$ cat config.mk
export PLATFORM = sky130hd
export DESIGN_NAME = dsp_dot_seq
export DESIGN_NICKNAME = d
export VERILOG_FILES = /design/src/rtl/dsp_pkg.sv /design/src/rtl/dsp_dot_seq.sv
export SDC_FILE = /design/constraint.sdc
export NUM_CORES = 1
export LEC_CHECK = 0
export CAP_MARGIN = 20
export CORE_AREA = 2 2 111 113
export CTS_BUF_LIST = sky130_fd_sc_hd__clkbuf_8 sky130_fd_sc_hd__clkbuf_16
export DETAILED_ROUTE_END_ITERATION = 10
export DIE_AREA = 0 0 113 115
export PLACE_DENSITY = 0.69
export SLEW_MARGIN = 20
export SYNTH_ARGS = -nofsm -noshare
export SYNTH_HDL_FRONTEND = slang
export SYNTH_SLANG_ARGS = --single-unit
$ cat constraint.sdc
create_clock -name CLK -period 1.6 [get_ports CLK]
set_input_delay 0.24 -clock CLK [delete_from_list [all_inputs] [get_ports CLK]]
set_output_delay 0.24 -clock CLK [all_outputs]
set_load 0.02 [all_outputs]
$ cat src/rtl/dsp_pkg.sv
// Shared types and constants for the DSP MAC slice sequencer (state encoding, slice latencies, default widths).
package dsp_pkg;

  typedef enum logic [2:0] {
    IDLE,
    LOAD,
    STREAM,
    DRAIN,
    RESULT
  } state_t;

  localparam int DSP_MUL_LAT   = 2;
  // The slice needs one EN cycle per pipeline stage after the last pair before its accumulator is final.
  localparam int DRAIN_CYCLES  = DSP_MUL_LAT;

  localparam int DEF_WIDTH_OP1 = 18;
  localparam int DEF_WIDTH_OP2 = 18;
  localparam int DEF_WIDTH_OUT = 48;

endpackage

$ cat src/rtl/dsp_dot_seq.sv
// Sequences signed operand pairs into one DSP MAC slice; result valid 3 cycles after the last pair, held until out_ready.
// in_ready only in STREAM; the initial accumulator value is bias when DOT_SEQ_BIAS_EN is defined, else 0.
module dsp_dot_seq
  import dsp_pkg::*;
#(
  parameter int WIDTH_OP1 = DEF_WIDTH_OP1,
  parameter int WIDTH_OP2 = DEF_WIDTH_OP2,
  parameter int WIDTH_OUT = DEF_WIDTH_OUT,
  parameter int LEN_W     = 16
) (
  input  logic                 CLK,
  input  logic                 RSTN,
  input  logic                 in_valid,
  output logic                 in_ready,
  input  logic [WIDTH_OP1-1:0] in_op1,
  input  logic [WIDTH_OP2-1:0] in_op2,
  input  logic                 in_last,
  input  logic [WIDTH_OUT-1:0] bias,
  output logic                 out_valid,
  input  logic                 out_ready,
  output logic [WIDTH_OUT-1:0] out_data,
  output logic [LEN_W-1:0]     out_len,
  output logic                 dsp_en,
  output logic                 dsp_acc_en,
  output logic                 dsp_acc_in_en,
  output logic [WIDTH_OP1-1:0] dsp_op1,
  output logic [WIDTH_OP2-1:0] dsp_op2,
  output logic [WIDTH_OUT-1:0] dsp_acc,
  input  logic [WIDTH_OUT-1:0] dsp_out
);

  localparam logic [1:0] DRAIN_LAST = 2'(DRAIN_CYCLES - 1);

  state_t               state, state_nxt;
  logic [LEN_W-1:0]     cnt, cnt_nxt;
  logic [1:0]           drain_cnt, drain_cnt_nxt;
  logic [WIDTH_OUT-1:0] init_acc;

`ifdef DOT_SEQ_BIAS_EN
  assign init_acc = bias;
`else
  logic [WIDTH_OUT-1:0] bias_unused;
  assign bias_unused = bias;
  assign init_acc    = '0;
`endif

  always_ff @(posedge CLK) begin
    if (!RSTN) begin
      state     <= IDLE;
      cnt       <= '0;
      drain_cnt <= '0;
    end else begin
      state     <= state_nxt;
      cnt       <= cnt_nxt;
      drain_cnt <= drain_cnt_nxt;
    end
  end

  always_comb begin
    state_nxt     = state;
    cnt_nxt       = cnt;
    drain_cnt_nxt = drain_cnt;
    in_ready      = 1'b0;
    out_valid     = 1'b0;
    out_data      = '0;
    out_len       = '0;
    dsp_en        = 1'b0;
    dsp_acc_en    = 1'b0;
    dsp_acc_in_en = 1'b0;
    dsp_op1       = '0;
    dsp_op2       = '0;
    dsp_acc       = '0;
    // Outputs are forced quiet for the whole reset window, not just after the first edge.
    if (RSTN) begin
      case (state)
        IDLE: begin
          if (in_valid) state_nxt = LOAD;
        end
        LOAD: begin
          dsp_en        = 1'b1;
          dsp_acc_in_en = 1'b1;
          dsp_acc       = init_acc;
          cnt_nxt       = '0;
          state_nxt     = STREAM;
        end
        STREAM: begin
          in_ready = 1'b1;
          dsp_en   = 1'b1;
          if (in_valid) begin
            dsp_op1    = in_op1;
            dsp_op2    = in_op2;
            dsp_acc_en = 1'b1;
            if (cnt != {LEN_W{1'b1}}) cnt_nxt = cnt + 1'b1;
            if (in_last) begin
              drain_cnt_nxt = '0;
              state_nxt     = DRAIN;
            end
          end
        end
        DRAIN: begin
          dsp_en        = 1'b1;
          drain_cnt_nxt = drain_cnt + 1'b1;
          if (drain_cnt == DRAIN_LAST) state_nxt = RESULT;
        end
        RESULT: begin
          out_valid = 1'b1;
          out_data  = dsp_out;
          out_len   = cnt;
          if (out_ready) state_nxt = IDLE;
        end
        default: state_nxt = IDLE;
      endcase
    end
  end

endmodule
==> reports/qor.txt <==
DRC: 18
Worst slack, placed: -0.740 ns
Height of the die: 115 um
Routed len/inst: 14.8 um
Antenna diode count: 0
Hold slack: 0.502 ns
Max stage delay on crit path: 0.33 ns
Hold Buf Count CTS: 0
Worst path required time: 1.36 ns
Final worst setup slack: -0.157 ns
Share of layout cells above drive strength 1: 51.5%
Die area: 13000 um2
Top Ports: 290
CTS clk-pin slew, worst paths: 0.06 ns
F_max: 569 MHz
CTS tree: done
Crit path kind: register to output pin
Fraction of registers with async set/reset: 0%
Vias in the first global route: 2973
CP Data Arrival Time: 1.52 ns
Critical path launch point type: register
Hold Violations, Final: 0
CTS Root Cell: clkbuf_16
Placer congestion estimate: 0.835
Synth Flop Type: dfxtp_1
CP max FO: 7
Failing checks: DRC, setup timing
Cell area after placement: 4530 um2
Commonest non-fill, non-tap cell in the layout: buf_6
Routed WL: 10.4 mm
Synth Register Bits: 21
Die X: 113 um
Initial antenna violation count: 0
Fin nets: 693
Max-cap violations: 0
Area growth syn-to-layout: 133%
RSZ-0062 raised after global routing: true
Final ANT Viol Nets: 0
Via-to-Cell Ratio: 4.36
Worst IR Drop VDD: 0.000272 V
Min-delay worst type: register to register
Number of DRC markers in iteration 0: 97
Most frequent cell on the critical path: buf_12
Register area share after synthesis: 17.9%
Worst-Skew Late Latency: 0.26 ns
H-tree depth: 1
Syn Area/Cell: 7.39 um2
Crit-path cells: nor2_4 -> and3_4 -> buf_12 -> buf_16 -> buf_12 -> and2_4 -> buf_6
First-pass GRT wire length: 14.2 mm
Yosys warns: 0
Clk sinks: 21
Grt total ovfl: 0
Num CTS Buffers: 3
Pre-antenna DRT Iters: 8
Synth Cell Area: 2340 um2
Floorplan Core Area: 11800 um2
Final min period: 1.76 ns
Syn Inst Count: 317
Design area: 5460 um2
LEAKAGE: 2.52 nW
Worst Skew: 0.00360 ns
Total GRT Usage: 13.5%
Number of port buffers: 193
Routed vias: 3050
Crit end category: output pin
Core Rows: 40
Period utilization: 110%
Crit path max-delay cell type: dfxtp_2
Largest net degree at the start of global routing: 38
Max Root-Sink Buffers: 2
Post-synth EDFFs: 0
Final setup fails: 110
Unique masters post-synth: 50
Status: finished with violations
Placed wire-length estimate: 6.95 mm
Most frequent cells in the layout: 109 x buf_6, 86 x clkdlybuf4s50_1, 51 x and2_4
Cell Pwr Density: 324 nW/um2
Max Transition Viols Final: 0
Initial cell density of the core: 19.8%
## per-stage QoR
| step | total power [mW] | util (%) | setup TNS (ns) | std cells |
|---|---|---|---|---|
| 2_1_floorplan | 0.878 | - | -0.766 | 364 |
| 3_3_place_gp | 1.11 | 38.3 | -70.35 | 667 |
| 3_5_place_dp | 1.12 | 38.3 | -76.64 | 667 |
| 4_1_cts | 1.68 | 41.5 | -12.56 | 686 |
| 5_1_grt | 1.85 | 46.2 | -15.96 | 700 |
| 6_report | 1.77 | 46.2 | -10.49 | 700 |
## metal layers
layer | up-vias | share of wire [%] | track usage (%)
met5 | - | 0 | 0
met4 | 0 | 0.30 | 2.28
met3 | 2 | 8.7 | 3.80
met2 | 162 | 56 | 28.1
met1 | 1419 | 35 | 13.3
li1 | 1467 | - | -
## cell type report
type	count	area (um2)
fillers	1101	6350
repair buffers	258	2830
multi-input cells	258	1880
flip-flops and latches	21	432
well taps	147	184
clock buffers	3	75.1
inverters	12	50.0
clock inverters	1	5.00
## worst max-delay path, delay by kind of cell, from the launching register on
family	cells	cell delay (ns)
and+or+nand+nor	3	0.43
DFF	1	0.33
buffers and inverters	4	0.48
## power by group
group | total, mW | switching [mW] | leakage [nW] | internal [mW]
combinational | 0.695 | 0.308 | 2.31 | 0.388
clock | 0.537 | 0.201 | 0.0409 | 0.336
sequential | 0.536 | 0.00680 | 0.173 | 0.529
total | 1.77 | 0.515 | 2.52 | 1.25
## registers in the layout (all words and copies together) (netlist names)
register,flops
cnt,16
state,3
drain_cnt,2
## what timing repair did
action | CTS | global route
setup endpoints to repair | 119 | 119
gates cloned | 5 | 6
pin swaps | 18 | 28
setup buffers | 10 | 10
gates resized for setup | 562 | 170
## Yosys cell counts, types with 2 or more instances
cell,count,share of area (%)
nand3_1,6,1.3
dfxtp_1,21,18
nor3b_1,2,0.64
nand2b_1,4,1.1
clkbuf_2,2,0.43
o22ai_1,3,0.80
a31oi_1,3,0.80
and4_1,3,1.1
nor2_1,10,1.6
buf_4,50,16
o32ai_1,3,1.1
clkbuf_1,17,2.7
and4_2,2,0.85
ha_1,2,1.1
nor3_1,4,0.85
o211ai_1,2,0.64
and3_1,42,11
buf_6,4,1.9
mux2i_1,3,1.3
inv_1,10,1.6
and2_1,63,17
a221oi_1,3,1.1
nand4_1,8,2.1
nand2_1,14,2.2
nand3b_1,2,0.64
a211oi_1,4,1.3
a21oi_1,7,1.5
## kinds of logic after synthesis
| family | Yosys count | share of synthesized area (%) |
|---|---|---|
| simple gates | 169 | 44.6 |
| buf+inv | 85 | 23.0 |
| compound gates | 35 | 11.5 |
| flops | 21 | 17.9 |
| mux | 3 | 1.28 |
| fa+ha+maj | 2 | 1.07 |
| other cells | 1 | 0.160 |
| xor+xnor | 1 | 0.374 |
## final timing paths
check,startpoint,end,slack [ns],cells past startpoint
setup / recovery,state[1]$_SDFFE_PN0P_,out_len[11],-0.16,7
hold / removal,cnt[5]$_SDFFE_PN0P_,cnt[5]$_SDFFE_PN0P_,0.50,1
setup reg to reg,state[1]$_SDFFE_PN0P_,cnt[1]$_SDFFE_PN0P_,-0.06,7
hold reg to reg,cnt[5]$_SDFFE_PN0P_,cnt[5]$_SDFFE_PN0P_,0.50,1
Power figures use the tool's default switching activity.
